===== src/rtl/mp1000_pkg.sv =====
// Shared definitions for the MP1000 cartridge loader: FSM states and default
// selector/pad values.
package mp1000_pkg;

    typedef enum logic [2:0] {
        ST_IDLE,
        ST_LOAD,
        ST_DRAIN,
        ST_PAD,
        ST_DONE
    } loader_state_t;

    localparam logic [7:0] CART_INDEX_DEF = 8'h01;
    localparam logic [7:0] PAD_BYTE_DEF   = 8'hFF;

endpackage


===== src/rtl/ioctl_fifo.sv =====
// Show-ahead synchronous FIFO buffering {address, data} entries between the
// ioctl stream and the cart RAM write port.
module ioctl_fifo
    import mp1000_pkg::*;
#(
    parameter int W     = 20,
    parameter int DEPTH = 4
) (
    input  logic                     clk,
    input  logic                     rst_n,
    input  logic                     flush,
    input  logic                     push,
    input  logic [W-1:0]             din,
    input  logic                     pop,
    output logic [W-1:0]             dout,
    output logic                     full,
    output logic                     empty,
    output logic [$clog2(DEPTH):0]   count
);

    localparam int AW = $clog2(DEPTH);
    localparam int CW = AW + 1;
    localparam logic [CW-1:0] FULL_CNT = CW'(DEPTH);

    logic [W-1:0]  mem [DEPTH];
    logic [AW-1:0] rd_ptr;
    logic [AW-1:0] wr_ptr;
    logic          do_push;
    logic          do_pop;

    assign full    = (count == FULL_CNT);
    assign empty   = (count == '0);
    assign do_push = push && !full;
    assign do_pop  = pop && !empty;
    assign dout    = mem[rd_ptr];

    always_ff @(posedge clk or negedge rst_n) begin
        if (!rst_n) begin
            rd_ptr <= '0;
            wr_ptr <= '0;
            count  <= '0;
        end else if (flush) begin
            rd_ptr <= '0;
            wr_ptr <= '0;
            count  <= '0;
        end else begin
            if (do_push) wr_ptr <= wr_ptr + AW'(1);
            if (do_pop)  rd_ptr <= rd_ptr + AW'(1);
            count <= count + CW'(do_push) - CW'(do_pop);
        end
    end

    // Storage carries data only, so it needs no reset.
    always_ff @(posedge clk) begin
        if (do_push && !flush) mem[wr_ptr] <= din;
    end

endmodule


===== src/rtl/mp1000_cart_loader.sv =====
// MP1000 cartridge loader: consumes the HPS ioctl byte stream, writes it into
// cart RAM through a small buffer, pads the unused ROM tail and tracks status.
module mp1000_cart_loader
    import mp1000_pkg::*;
#(
    parameter int         ADDR_W     = 12,
    parameter logic [7:0] CART_INDEX = CART_INDEX_DEF,
    parameter int         FIFO_DEPTH = 4,
    parameter bit         PAD_EN     = 1'b1,
    parameter logic [7:0] PAD_BYTE   = PAD_BYTE_DEF
) (
    input  logic              clk_sys,
    input  logic              reset_n,
    input  logic              ioctl_download,
    input  logic [7:0]        ioctl_index,
    input  logic              ioctl_wr,
    input  logic [24:0]       ioctl_addr,
    input  logic [7:0]        ioctl_dout,
    output logic              ioctl_wait,
    input  logic              ram_ready,
    output logic              ram_we,
    output logic [ADDR_W-1:0] ram_ad,
    output logic [7:0]        ram_d,
    output logic              cpu_hold,
    output logic              load_done,
    output logic              load_err,
    output logic [ADDR_W:0]   byte_count,
    output logic [7:0]        checksum
);

    localparam int FW = ADDR_W + 8;
    localparam int CW = $clog2(FIFO_DEPTH) + 1;
    localparam logic [ADDR_W:0] ROM_SIZE = {1'b1, {ADDR_W{1'b0}}};
    localparam logic [CW-1:0]   WAIT_LVL = CW'(FIFO_DEPTH - 1);

    function automatic logic [ADDR_W:0] sat_inc(input logic [ADDR_W:0] v);
        return (v == ROM_SIZE) ? v : v + (ADDR_W+1)'(1);
    endfunction

    loader_state_t state, state_next;

    logic            sel, sel_p1, sel_rise;
    logic            addr_ok, strobe, push_ok, drop;
    logic            stream_en, wr_stream, pad_wr, last_pad;
    logic            fifo_push, fifo_pop, fifo_full, fifo_empty;
    logic [FW-1:0]   fifo_dout, wr_ent;
    logic [CW-1:0]   fifo_count, count_next;
    logic [ADDR_W:0] hw, pad_addr, wr_end;

    assign sel      = ioctl_download && (ioctl_index == CART_INDEX);
    assign sel_rise = sel && !sel_p1;
    assign addr_ok  = (ioctl_addr[24:ADDR_W] == '0);
    assign strobe   = (state == ST_LOAD) && ioctl_wr && sel;
    assign push_ok  = strobe && addr_ok && !fifo_full;
    assign drop     = strobe && !(addr_ok && !fifo_full);

    // An empty buffer lets a strobe go straight to RAM in the same cycle.
    assign stream_en = ((state == ST_LOAD) || (state == ST_DRAIN)) && !sel_rise;
    assign wr_stream = stream_en && ram_ready && (!fifo_empty || push_ok);
    assign fifo_pop  = stream_en && ram_ready && !fifo_empty;
    assign fifo_push = push_ok && !(fifo_empty && ram_ready);
    assign wr_ent    = fifo_empty ? {ioctl_addr[ADDR_W-1:0], ioctl_dout} : fifo_dout;
    assign wr_end    = {1'b0, wr_ent[FW-1:8]} + (ADDR_W+1)'(1);

    assign last_pad  = (pad_addr[ADDR_W-1:0] == '1);
    assign pad_wr    = (state == ST_PAD) && !sel_rise && ram_ready && !pad_addr[ADDR_W];

    assign count_next = sel_rise ? '0 : fifo_count + CW'(fifo_push) - CW'(fifo_pop);

    ioctl_fifo #(
        .W     (FW),
        .DEPTH (FIFO_DEPTH)
    ) u_fifo (
        .clk   (clk_sys),
        .rst_n (reset_n),
        .flush (sel_rise),
        .push  (fifo_push),
        .din   ({ioctl_addr[ADDR_W-1:0], ioctl_dout}),
        .pop   (fifo_pop),
        .dout  (fifo_dout),
        .full  (fifo_full),
        .empty (fifo_empty),
        .count (fifo_count)
    );

    always_ff @(posedge clk_sys or negedge reset_n) begin
        if (!reset_n) state <= ST_IDLE;
        else          state <= state_next;
    end

    always_comb begin
        state_next = state;
        case (state)
            ST_IDLE, ST_DONE: state_next = sel_rise ? ST_LOAD : ST_IDLE;
            ST_LOAD:          if (!sel) state_next = ST_DRAIN;
            ST_DRAIN: begin
                if (sel_rise)        state_next = ST_LOAD;
                else if (fifo_empty) state_next = PAD_EN ? ST_PAD : ST_DONE;
            end
            ST_PAD: begin
                if (sel_rise)                  state_next = ST_LOAD;
                else if (pad_addr[ADDR_W])     state_next = ST_DONE;
                else if (pad_wr && last_pad)   state_next = ST_DONE;
            end
            default:          state_next = ST_IDLE;
        endcase
    end

    // Output stage: RAM port, counters and status, all registered.
    always_ff @(posedge clk_sys or negedge reset_n) begin
        if (!reset_n) begin
            sel_p1     <= 1'b0;
            ioctl_wait <= 1'b0;
            ram_we     <= 1'b0;
            ram_ad     <= '0;
            ram_d      <= '0;
            cpu_hold   <= 1'b0;
            load_done  <= 1'b0;
            load_err   <= 1'b0;
            byte_count <= '0;
            checksum   <= '0;
            hw         <= '0;
            pad_addr   <= '0;
        end else begin
            sel_p1     <= sel;
            ioctl_wait <= (state_next == ST_LOAD) && (count_next >= WAIT_LVL);
            ram_we     <= wr_stream || pad_wr;
            if (wr_stream) begin
                ram_ad <= wr_ent[FW-1:8];
                ram_d  <= wr_ent[7:0];
            end else if (pad_wr) begin
                ram_ad <= pad_addr[ADDR_W-1:0];
                ram_d  <= PAD_BYTE;
            end

            if (sel_rise) begin
                byte_count <= '0;
                checksum   <= '0;
                hw         <= '0;
                load_err   <= 1'b0;
                load_done  <= 1'b0;
                cpu_hold   <= 1'b1;
            end else begin
                if (wr_stream) begin
                    byte_count <= sat_inc(byte_count);
                    checksum   <= checksum + wr_ent[7:0];
                    if (wr_end > hw) hw <= wr_end;
                end
                if (drop) load_err <= 1'b1;
                if ((state_next == ST_DONE) && (state != ST_DONE)) begin
                    load_done <= 1'b1;
                    cpu_hold  <= 1'b0;
                end
            end

            if ((state == ST_DRAIN) && (state_next == ST_PAD)) pad_addr <= hw;
            else if (pad_wr)                                   pad_addr <= pad_addr + (ADDR_W+1)'(1);
        end
    end

endmodule


===== config.mk =====
export PLATFORM = sky130hd
export DESIGN_NAME = mp1000_cart_loader
export DESIGN_NICKNAME = d
export VERILOG_FILES = /design/src/rtl/mp1000_pkg.sv /design/src/rtl/ioctl_fifo.sv /design/src/rtl/mp1000_cart_loader.sv
export SDC_FILE = /design/constraint.sdc
export NUM_CORES = 1
export LEC_CHECK = 0
export ABC_AREA = 1
export CORE_ASPECT_RATIO = 1.1
export CORE_UTILIZATION = 50
export DETAILED_ROUTE_END_ITERATION = 8
export PLACE_DENSITY = 0.79
export REMOVE_ABC_BUFFERS = 1
export SETUP_SLACK_MARGIN = 0.4
export SYNTH_ARGS = -nofsm -noshare
export SYNTH_HDL_FRONTEND = slang
export SYNTH_SLANG_ARGS = --single-unit

===== constraint.sdc =====
create_clock -name clk_sys -period 2.95 [get_ports clk_sys]
set_input_delay 0.59 -clock clk_sys [delete_from_list [all_inputs] [get_ports clk_sys]]
set_output_delay 0.59 -clock clk_sys [all_outputs]
set_load 0.01 [all_outputs]

# == After elaboration in Yosys (flattened, before gate mapping) ==
# Memories as Yosys holds them, arrays and structs flattened.
# Cells that the tools add are included.
# classes
n_addsub,10
mux,37
n_reduce_logical,48
eq_ne,13
magnitude_cmp,2
# op_table
op,count
13-bit 2-to-1 mux,8
8-bit 2-to-1 mux,4
13-bit by 1-bit adder with 13-bit output (second input constant),2
1-bit logical AND,24
12-bit 2-to-1 mux,2
3-bit 2-to-1 mux,8
20-bit 2-to-1 mux,1
2-bit nonzero test,8
12-bit by 1-bit adder with 13-bit output (second input constant),1
13-bit equality test (second input constant),1
13-bit > comparator,1
13-bit logical NOT,1
12-bit equality test (second input constant),1
3-bit case mux with 4 select lines,1
3-bit by 2-bit equality test with 1-bit output (second input constant),3
3-bit equality test (second input constant),3
1-bit 2-to-1 mux,9
8-bit adder,1
8-bit by 1-bit equality test with 1-bit output (second input constant),1
2-bit 2-to-1 mux,4
1-bit logical NOT,7
3-bit by 1-bit adder with 3-bit output,2
3-bit by 1-bit equality test with 1-bit output (second input constant),2
3-bit logical NOT,2
8 further kinds,13
# totals
ramBits,80
word_cells,127
output_inout_bits,46
register_bits,83
inputBits,46
memories,1
# mem_list
name,words,word_bits,read_ports,rd_clocked_by_memory_dff,write_ports,line,source
u_fifo.mem,4,20,1,0,1,ioctl_fifo.sv:25,logic [W-1:0] mem [DEPTH];

# == Longest topological paths before layout ==
# logic_depth
ltp_word,16
ltp_mapped,27
ltp_nobuf,24

# == Modules after synthesis ==
# From an unflattened synthesis, not the netlist that was laid out.
# hier_totals
hier_cells,960
area_unflattened_um2,9107.5
# by_module_without_submodules
mod,area_per_inst_um2,n_inst,cells_each,seq_area_each_um2
mp1000_cart_loader,5351.4,1,702,1901.8
ioctl_fifo,3756.1,1,258,2577.5

# == Worst setup path after synthesis ==
# No wires, ideal clock.
# synth_path
path_kind,reg-to-reg
startpoint,register u_fifo.count[1]
endpoint,register hw[0]
setup_ns,0.134
t_arrival_ns,2.945
n_path_buf,2
path_slack_ns,-0.129
synth_period_minus_slack_ns,3.079
stages_incl_launch_ff,22
required_time_ns,2.816
cell_sequence,dfrtp_1 -> nor2_1 -> nand2_1 -> buf_4 -> a31oi_4 -> ha_1 -> nand2_4 -> nor2_8 -> nand3_1 -> nand2_1 -> nand2_1 -> ha_1 -> nand2_1 -> nor4_1 -> nand2_1 -> nand2_1 -> nand2_1 -> nand2_1 -> nand2_1 -> buf_2 -> nand2_1 -> o21ai_0
# synth_between
elab_chain_len,7
elab_cells_between_ends,16
cone_classes,1 x add/sub; 1 x order compare; 1 x eq/ne; 4 x mux; 9 x reduce/logical
# synth_lines
element,line,source
start: declaration,ioctl_fifo.sv:18,output logic [$clog2(DEPTH):0] count
start signal: assignment,ioctl_fifo.sv:49,count <= count + CW'(do_push) - CW'(do_pop);
branches (longest 7 deep; another with 12-bit by 1-bit adder with 13-bit output),--,
end signal: assignment,mp1000_cart_loader.sv:147,if (wr_end > hw) hw <= wr_end;
end: declaration,mp1000_cart_loader.sv:48,"logic [ADDR_W:0] hw, pad_addr, wr_end;"
# Several ways; the timed one is not identified. The select of a mux whose other input is x is not followed.
# A chain may end at the register's enable or synchronous reset.

# == Worst setup path in the final report ==
# layout_path
startpoint,register u_fifo.rd_ptr[0]
endpoint,register hw[10]
# layout_between
elab_chain_len,6
elab_cells_between_ends,9
cone_classes,1 x add/sub; 1 x order compare; 4 x mux; 2 x reduce/logical; 1 x memory
# layout_lines
element,line,source
start: declaration,ioctl_fifo.sv:26,logic [AW-1:0] rd_ptr;
start signal: assignment,ioctl_fifo.sv:48,if (do_pop) rd_ptr <= rd_ptr + AW'(1);
memory read 4 x 20 bit *,--,
20-bit 2-to-1 mux *,mp1000_cart_loader.sv:62,"assign wr_ent = fifo_empty ? {ioctl_addr[ADDR_W-1:0], ioctl_dout} : fifo_dout;"
12-bit by 1-bit adder with 13-bit output *,mp1000_cart_loader.sv:63,"assign wr_end = {1'b0, wr_ent[FW-1:8]} + (ADDR_W+1)'(1);"
13-bit > comparator / 13-bit 2-to-1 mux (equally long branches),mp1000_cart_loader.sv:147,
2-bit nonzero test (no source line) / 13-bit 2-to-1 mux (equally long branches),--,
2-bit AND reduction (no source line) / 13-bit 2-to-1 mux (equally long branches),--,
# Mark *: on every way between the ends. The rest lies on a longest branch, timed or not. The select of a mux whose other input is x is not followed.

==> metrics.md <==
| Metric | Value |
|---|---|
| Routability cong. | 0.946 |
| YS warnings | 0 |
| Worst R2R End | hw[10] |
| Peak Freq | 0.303 GHz |
| Vias | ~8,300 |
| Worst vdd ir | 0.000671 V |
| Req. time, crit path | approximately 3300 ps |
| Core area | 17,100 µm² |
| Dpl ws | -676 ps |
| Sink Count | 163 |
| Slew Limit Fails | 0 |
| Worst slew pin tran | 588 ps |
| Detail Route Antenna Nets | 0 |
| Synth-to-Final Area Change | 41.7% |
| Register area share after synthesis | 50.7% |
| Drt pass-1 iters | 6 |
| Period minus WS final | 3300 ps |
| Cell family with most CP delay | simple AND/OR/NAND/NOR gates |
| First-pass GRT wire length | ~40,000 µm |
| # placed instances | 1,375 |
| Top cells by area, synth | edfxtp_1, dfrtp_1, nand2_1 |
| Post-synthesis cell area | around 8800 µm² |
| Die Y | 141 µm |
| Num CTS Buffers | 17 |
| RSZ-0062 raised after global routing | yes |
| DRC Markers | 0 |
| Non-filler cells, final | 1,460 |
| Final setup viols | 13 |
| Hold WC Path Type | in -> async |
| Io pins | 92 |
| CP max-delay cell | dfrtp_2 |
| Drt total wl | between 20,000 and 30,000 µm |
| Cell taking the most area after synthesis | edfxtp_1 |
| Mean number of vias per cell | 5.69 |
| Outcome | complete, but fails checks |
| CP Max Fanout | 7 |
| Final Cycle Share | 112% |
| Hold Vio Cnt, Final | 0 |
| H-tree lvl count | 4 |
| Sum of buffers and inverters on the critical path | 3 |
| Initial antenna violation count | 0 |
| Yosys top cell area share | between 20 and 30% |
| Iter 0 DRT Violations | 559 |
| Final Core Density | about 73% |
| Synthesized flop and latch total | 163 |
| Final net count | around 1,300 |
| Port buffer count | 91 |
| Initial Util | 51.5% |
| Total GRT Usage | between 20% and 30% |
| Total Power | 15.5 mW |
| Pin count of the biggest net entering global routing | 46 |
| Clk_skew | 11.3 ps |
| Delay of the slowest cell on the worst path | 470 ps |
| Worst skew pair latency | 440 ps |
| Prevailing post-synth register cell | dfrtp_1 |
| DPL Wire Length | 15,600 µm |
| CTS tree | done |
| FF-to-FF Start | u_fifo.rd_ptr[0] |
| Failing checks | negative setup slack |
| Crit end category | flop |
| Crit-path cells | buf_6, nor2_1, nor2_1, o21ai_1, nand2_2, nand2_2, nand2_2, ha_4, nand2_4, nor2_8, xnor2_1, inv_1, ha_4, nand2_2, o21a_1, o31ai_2, nand2_1, nand2_2, nand2_1, nand2_1, nand2_2, buf_8, nand2_2, nand2_1 |
| Hold Buf Count CTS | 0 |
| Die area | 18,200 µm² |
| R2r setup slk | -350 ps |
| Num rows | 50 |
| EDFF count, synth | 80 |
| CTS root buf | clkbuf_16 |
| Asr flop ratio synth | 50.9% |
| # diodes | 0 |
| Placed inst area | 10,600 µm² |
| Final Worst Setup Slack | -352 ps |
| Design area | about 13,000 µm² |
| Die X | approximately 130 µm |
| Count of different cell masters after synthesis | 53 |
| Pwr dens | 1240 nW/µm² |
| Fraction of layout cells with a size suffix above 1 | 29.0% |
| Number of global-route vias before repair | 8,112 |
| Critical path's most frequent cell | nand2_2 |
| Reg clk slew, reported paths | 80 ps |
| Max-cap violations | 0 |
| CP startpoint kind | flop |
| Grt ovf | 0 |
| Average cell area after synthesis | about 9.0 µm² |
| Max Buffers Root-to-Sink | 2 |
| Max_slew headroom | 60.8% |
| DR WL/cell | 18.6 µm |
| Arr. time, crit path | between 3000 and 4000 ps |
| Hold_ws | 137 ps |
| Mapped Cells | 985 |
| Leakage | between 5 and 6 nW |
| Reg2reg path depth | 24 |
| Critical path class | reg -> reg |
| Setup tns final | -3890 ps |
state kept, by name, indices dropped and copies added, names as in the netlist, 3 cells and up:
register / cells
byte_count: 13
checksum: 8
hw: 13
pad_addr: 13
ram_ad: 12
ram_d: 8
state: 3
u_fifo.count: 3
u_fifo.mem: 80
cells in the mapped netlist, types with 3 or more instances:
| cell type | number |
|---|---|
| nand2_1 | 213 |
| nor2_1 | 136 |
| inv_1 | 89 |
| dfrtp_1 | 83 |
| edfxtp_1 | 80 |
| nand3_1 | 65 |
| o21ai_0 | 45 |
| o21ai_1 | 34 |
| ha_1 | 31 |
| a21oi_1 | 20 |
| xor2_1 | 18 |
| nand4_1 | 14 |
| buf_2 | 11 |
| nand2_4 | 11 |
| nand2_2 | 10 |
| nor3_1 | 10 |
| o211ai_1 | 10 |
| buf_4 | 9 |
| o21ai_2 | 9 |
| inv_2 | 8 |
| a31oi_1 | 7 |
| o22a_1 | 7 |
| xnor2_1 | 7 |
| buf_6 | 5 |
| clkbuf_1 | 5 |
| nand3_2 | 5 |
| nor2_2 | 5 |
| nor4_1 | 4 |
| fa_1 | 3 |
| nor2_4 | 3 |
| or2_2 | 3 |
layout make-up:
class                      count  area [µm²]
inverter                     100         395
fill                        1158        4620
tap                          234         293
clock buffer                  17         425
clock inverter                15         155
multi-input combinational    689        4440
timing repair buffer         242        2330
sequential                   163        4480
power by group:
group	switching [mW]	total, mW	internal (mW)	leakage (nW)
Sequential	0.486	3.36	2.88	1.73
Combinational	5.27	9.93	4.67	3.41
Clock	1.07	2.20	1.13	0.287
Total	6.82	15.5	8.67	5.43
logic make-up after synthesis:
logic type | Yosys count | share of synthesized area [%]
XOR/XNOR | 26 | 2.66
AND/OR/NAND/NOR | 489 | 25.2
flip-flops | 163 | 50.7
adder cells (fa/ha/maj) | 34 | 5.07
AO/OA/AOI/OAI | 140 | 9.62
buffers and inverters | 133 | 6.69
how the worst max path moves through the flow:
stage	startpoint	endpoint	slack, ps	depth (start not counted)
after floorplan	u_fifo.count[1]	hw[1]	-1130	20
after global placement	ioctl_addr[0]	hw[11]	-630	19
after detailed placement	ioctl_addr[0]	hw[1]	-680	20
after CTS	u_fifo.rd_ptr[0]	hw[4]	-130	24
after global routing	u_fifo.rd_ptr[0]	hw[10]	-520	25
final	u_fifo.rd_ptr[0]	hw[10]	-350	24
layer usage:
| metal | vias to the layer above | routed length (µm) | global-route usage [%] | part of all wire, % |
|---|---|---|---|---|
| met4 | 0 | 1550 | 16.7 | 5.7 |
| li1 | 3729 | - | - | - |
| met3 | 124 | 1760 | 5.96 | 6.5 |
| met2 | 457 | 13800 | 48.8 | 51 |
| met5 | - | 0 | 0 | 0 |
| met1 | 3994 | 9950 | 32.3 | 37 |
cell usage in the layout (no fill, tap or decap), types with 4 or more instances in the layout:
cell type / n
o21ai_2: 16
a21oi_1: 13
nor2_1: 115
o21ai_1: 35
dlymetal6s2s_1: 6
clkdlybuf4s50_1: 84
inv_6: 5
ha_4: 14
ha_1: 16
a31oi_4: 6
nor2_4: 15
inv_8: 5
nand3_2: 7
nand3_1: 62
o22a_1: 7
inv_2: 10
nand4_1: 14
nor3_1: 9
o211ai_1: 10
dfrtp_1: 81
nand2_1: 187
buf_12: 11
clkbuf_16: 17
xnor2_1: 4
nor2_2: 14
xor2_1: 17
a21oi_2: 5
buf_4: 108
inv_1: 85
edfxtp_1: 80
nand2_2: 32
o21ai_0: 35
nand2_4: 15
buf_6: 30
repair_timing:
item                       4_1_cts  5_1_grt
buffers inserted                34       19
pin swaps                       58       59
setup endpoints to repair       21      103
resized for setup              115       88
Power figures use the tool's default switching activity.
